===== src/rtl/regfile_write_arbiter.sv =====
// regfile_write_arbiter
//
// Shares a single register-file write port among `cores` requesters. Each core
// owns a one-deep pending slot that it fills through a valid/ready handshake.
// A round-robin arbiter drains one slot per cycle into a registered write port.
// Writes that target register 0 free their slot and advance the pointer, but
// they never raise write_enable.
//
// Ports:
//   clk            clock, rising edge
//   reset_n        asynchronous active-low reset
//   req_valid      [cores] core i offers a writeback
//   req_ready      [cores] core i slot is free (flop-only, independent of req_valid)
//   req_address    [cores][addr_width] destination register per core
//   req_data       [cores][data_width] write data per core
//   write_enable   registered write strobe to the register file
//   write_address  registered write address (holds when idle)
//   write_data     registered write data (holds when idle)
//   write_core     index of the core whose write is on the port (holds when idle)
//   busy           any slot pending or write_enable high

module regfile_write_arbiter #(
    parameter int unsigned cores      = 4,
    parameter int unsigned data_width = 32,
    parameter int unsigned addr_width = 5,
    parameter int unsigned id_width   = (cores > 1) ? $clog2(cores) : 1
) (
    input  logic                                  clk,
    input  logic                                  reset_n,
    input  logic [cores-1:0]                      req_valid,
    output logic [cores-1:0]                      req_ready,
    input  logic [cores-1:0][addr_width-1:0]      req_address,
    input  logic [cores-1:0][data_width-1:0]      req_data,
    output logic                                  write_enable,
    output logic [addr_width-1:0]                 write_address,
    output logic [data_width-1:0]                 write_data,
    output logic [id_width-1:0]                   write_core,
    output logic                                  busy
);

    // ------------------------------------------------------------------
    // State
    // ------------------------------------------------------------------
    logic [cores-1:0]                 pend_valid_q, pend_valid_d;
    logic [cores-1:0][addr_width-1:0] pend_addr_q,  pend_addr_d;
    logic [cores-1:0][data_width-1:0] pend_data_q,  pend_data_d;

    logic [id_width-1:0]              rr_ptr_q,     rr_ptr_d;

    logic                             we_q,         we_d;
    logic [addr_width-1:0]            waddr_q,      waddr_d;
    logic [data_width-1:0]            wdata_q,      wdata_d;
    logic [id_width-1:0]              wcore_q,      wcore_d;

    // ------------------------------------------------------------------
    // Arbitration
    // ------------------------------------------------------------------
    logic                             grant_valid;
    logic [id_width-1:0]              grant_idx;
    logic [id_width-1:0]              cand_idx;

    // Scan rr_ptr, rr_ptr+1, ... circularly; the first pending slot wins.
    // Arithmetic is done at 32 bits so non-power-of-two core counts wrap
    // correctly instead of aliasing through the id_width truncation.
    always_comb begin
        grant_valid = 1'b0;
        grant_idx   = '0;
        cand_idx    = '0;
        for (int unsigned k = 0; k < cores; k++) begin
            cand_idx = id_width'((32'(rr_ptr_q) + k) % cores);
            if (!grant_valid && pend_valid_q[cand_idx]) begin
                grant_valid = 1'b1;
                grant_idx   = cand_idx;
            end
        end
    end

    // ------------------------------------------------------------------
    // Handshake side
    // ------------------------------------------------------------------
    // Ready is a pure function of the slot flop so a core can never build a
    // combinational loop through valid -> ready.
    assign req_ready = ~pend_valid_q;

    // Slot next state. A slot cannot be both granted and captured on the same
    // edge: grant needs it full, capture needs it empty.
    always_comb begin
        pend_valid_d = pend_valid_q;
        pend_addr_d  = pend_addr_q;
        pend_data_d  = pend_data_q;

        if (grant_valid) begin
            pend_valid_d[grant_idx] = 1'b0;
        end

        for (int unsigned i = 0; i < cores; i++) begin
            if (req_valid[i] && !pend_valid_q[i]) begin
                pend_valid_d[i] = 1'b1;
                pend_addr_d[i]  = req_address[i];
                pend_data_d[i]  = req_data[i];
            end
        end
    end

    // ------------------------------------------------------------------
    // Write-port side
    // ------------------------------------------------------------------
    // Address, data and core follow every grant (including register 0 drops)
    // and hold otherwise; only the strobe is suppressed for register 0.
    always_comb begin
        we_d     = 1'b0;
        waddr_d  = waddr_q;
        wdata_d  = wdata_q;
        wcore_d  = wcore_q;
        rr_ptr_d = rr_ptr_q;

        if (grant_valid) begin
            we_d     = |pend_addr_q[grant_idx];
            waddr_d  = pend_addr_q[grant_idx];
            wdata_d  = pend_data_q[grant_idx];
            wcore_d  = grant_idx;
            rr_ptr_d = id_width'((32'(grant_idx) + 32'd1) % cores);
        end
    end

    // ------------------------------------------------------------------
    // Registers
    // ------------------------------------------------------------------
    always_ff @(posedge clk or negedge reset_n) begin
        if (!reset_n) begin
            pend_valid_q <= '0;
            pend_addr_q  <= '0;
            pend_data_q  <= '0;
            rr_ptr_q     <= '0;
            we_q         <= 1'b0;
            waddr_q      <= '0;
            wdata_q      <= '0;
            wcore_q      <= '0;
        end else begin
            pend_valid_q <= pend_valid_d;
            pend_addr_q  <= pend_addr_d;
            pend_data_q  <= pend_data_d;
            rr_ptr_q     <= rr_ptr_d;
            we_q         <= we_d;
            waddr_q      <= waddr_d;
            wdata_q      <= wdata_d;
            wcore_q      <= wcore_d;
        end
    end

    // ------------------------------------------------------------------
    // Outputs
    // ------------------------------------------------------------------
    assign write_enable  = we_q;
    assign write_address = waddr_q;
    assign write_data    = wdata_q;
    assign write_core    = wcore_q;
    assign busy          = (|pend_valid_q) | we_q;

endmodule


===== config.mk =====
export PLATFORM = sky130hd
export DESIGN_NAME = regfile_write_arbiter
export DESIGN_NICKNAME = d
export VERILOG_FILES = /design/src/rtl/regfile_write_arbiter.sv
export SDC_FILE = /design/constraint.sdc
export NUM_CORES = 1
export LEC_CHECK = 0
export CORE_MARGIN = 2
export CORE_UTILIZATION = 50
export DETAILED_ROUTE_END_ITERATION = 7
export PLACE_DENSITY = 0.8
export SYNTH_ARGS = -nofsm -noshare
export SYNTH_HDL_FRONTEND = slang
export SYNTH_SLANG_ARGS = --single-unit

===== constraint.sdc =====
create_clock -name clk -period 2.81 [get_ports clk]
set_input_delay 0.4215 -clock clk [delete_from_list [all_inputs] [get_ports clk]]
set_output_delay 0.4215 -clock clk [all_outputs]
set_load 0.02 [all_outputs]

==> flow_summary.toml <==
[cts]
cts_buffer_depth = 2
postCtsSetupBuffers = 0
clock_latency_ps = 430
cts-buffers-inserted = 17
post_cts_resized = 0
htreeDepth = 4
cts_tree = "done"
clockRootBuffer = "clkbuf_16"
clk_pin_slew_ps = 70
hold_buffers = 0
numClockSinks = 194

[worst_setup_path]
worstPathCellList = "nor4_2, nand2b_1, clkdlybuf4s50_1"
critPathMaxFanout = 6
crit_family = "simple AND/OR/NAND/NOR gates"
critPathCaptureType = "output pin"
r2r_slack_ps = 370
worstPathArrival_ps = 2110
critPathMaxStageDelay_ps = 560
path_buf_inv = 1
cp.required_ps = 2390
criticalPathCategory = "register to output pin"
cp_slowest_cell = "clkdlybuf4s50_1"
start_kind = "register"

[finish]
diodes = 0
fin_util_pct = 68.8
seq_area_mm2 = 0.00485
drive_gt1_share_pct = 30.0
final_cell_mix = "clkdlybuf4s50_1 (197), dfrtp_1 (194), mux2_2 (169)"
nets = 949
multi_input_area_mm2 = 0.00344
layout_commonest_cell = "clkdlybuf4s50_1"
final.fill_count = 1128
area_growth_pct = 35.0

[grt]
grt_busiest_layer = "met2"
grt_pass1_wl_um = 32400
track_usage_pct = 23.8
grt_pass1_vias = 6060
grt-ovfl-total = 0
gr-usage-met2_pct = 37.9
use_met3_pct = 4.65
grt_max_degree = 76
antenna_found_initial = 0
met1_usage_pct = 32.9

[logic_synthesis]
syn-num-nets = 750
synth.distinct_cells = 35
yosysWarnings = 0
syn_inst = 592
yosysTopAreaCellShare_pct = 57.4
synth_top_area_cell = "dfrtp_1"
synth_edf_count = 0
synthesis.area_mm2 = 0.00846
synth_area_leaders = "dfrtp_1 (57%), mux2_2 (23%), mux2i_1 (8.4%), nand2_1 (1.9%), o221ai_2 (1.8%)"
synth_area_per_cell_um2 = 14.3
yosysSeqAreaShare_pct = 57.4
synthArstFlopShare_pct = 100
ys.flop_type = "dfrtp_1"
ys_seq_elements = 194

[detailed_routing]
drt-vias-per-instance = 5.45
drt_wl_total_um = 20800
routedWlPerCell_um = 20.3
drt_pre_antenna_iters = 4
vias = 5575
drc = 0
ant_nets = 0
drtIter0Drc = 308

[sta]
finalSetupViolations = 0
tns_ps = 0
fin_crit_sh_pct = 90.1
finalHoldViolCount = 0
finClkSkew_ps = 8.59
worst_pin_slew_ps = 875
fmaxAchievable_mhz = 395
worst_hold_slack_ps = 17.9
finalMaxSlewViolations = 0
max-slew-margin-rel_pct = 41.7
rsz0062_at_grt = "no"
min_period_ps = 2530

[pwr]
sw_frac_of_total_pct = 35.2
vdd_drop_max_mv = 0.682
power_frac_clock_pct = 17.5
leakagePower_nw = 4.80
power_density_mw_per_mm2 = 1290
pwr-share-comb_pct = 47.2
power.internal_mw = 9.54
p_seq_share_pct = 35.3
switchingPower_mw = 5.19

[placed_design]
globalplace.congestion = 0.864
place_hpwl_um = 14100
port_buffers = 198

[die]
die_area_mm2 = 0.0180
core_area_mm2 = 0.0166
pin_count = 199
die_w_um = 134
start_util_pct = 51.0
die_y_um = 134
rows = 47

[worst_hold_path]
hold_path.class = "primary input to async pin"

[outcome]
outcome = "complete, no violations"

[job]
maxCapViolCount = 0
## power groups by stage
stage	sequential [mW]	clock [mW]	combinational, mW
6_report	5.20	2.58	6.95
5_1_grt	5.35	2.76	7.46
4_1_cts	5.19	2.63	7.02
3_5_place_dp	5.21	0	6.99
3_3_place_gp	5.13	0	6.73
2_1_floorplan	5.26	0	4.69
## path summary, 6_finish.rpt
path                                      start        endpoint  cells past startpoint
worst max register to register  pend_valid_q[1]   write_data[7]                      5
min in group clk                  write_data[9]   write_data[9]                      2
worst min register to register    write_data[9]   write_data[9]                      2
max in group asynchronous               reset_n   write_core[1]                      2
worst min-delay path                    reset_n  pend_addr_q[1]                      1
worst max-delay path            pend_valid_q[2]            busy                      3
## area by class of cell
type	count	share of cell area [%]
Clock buffer	20	4.00
Clock inverter	11	1.55
Inverter	6	0.197
Multi-Input combinational cell	355	30.1
Sequential cell	194	42.5
Tap cell	220	2.41
Timing Repair Buffer	217	19.2
## metrics by stage
stage | total power [mW] | instances | worst slack, ps | instance area [um^2]
floorplan | 9.95 | 592 | 749 | 8460
global placement | 11.9 | 992 | 468 | 10800
detailed placement | 12.2 | 992 | 396 | 10800
CTS | 14.8 | 1023 | 263 | 11400
global route | 15.6 | 1023 | 182 | 11400
finish | 14.7 | 1023 | 278 | 11400
## worst register-to-register path, delay by kind of cell (launching register included)
family / cells / cell delay (ps)
flip-flops: 1 / 460
AND/OR/NAND/NOR: 2 / 1140
buffers and inverters: 1 / 200
AO/OA/AOI/OAI: 2 / 480
## sequential cells by signal (all words and copies together), names as in the netlist
signal and flops:
write_enable 1, pend_data_q 128, write_data 32, write_core 2
rr_ptr_q 2, write_address 5, pend_addr_q 20, pend_valid_q 4
## Yosys cell counts, types with 8 or more instances
master and n:
dfrtp_1 194, mux2_2 169, mux2i_1 71, nand2_1 42
o21ai_1 19, clkbuf_1 14, o221ai_2 10, buf_1 9
buf_2 8
## cell families (layout without fill, tap and decap cells)
group	count (synthesis)	in the layout	share of synthesized area (%)
adder cells (fa/ha/maj)	4	4	0.592
AND/OR/NAND/NOR	57	57	3.21
AO/OA/AOI/OAI	53	53	5.34
multiplexers	241	241	31.1
flip-flops	194	194	57.4
buffers and inverters	43	254	2.38
## routing by layer
| layer | routed length (um) | vias to the layer above |
|---|---|---|
| met3 | 1270 | 28 |
| met2 | 9740 | 205 |
| met5 | 0 | - |
| li1 | - | 2523 |
| met4 | 425 | 0 |
| met1 | 9350 | 2819 |
No activity file was read; power rests on OpenSTA's default activity.
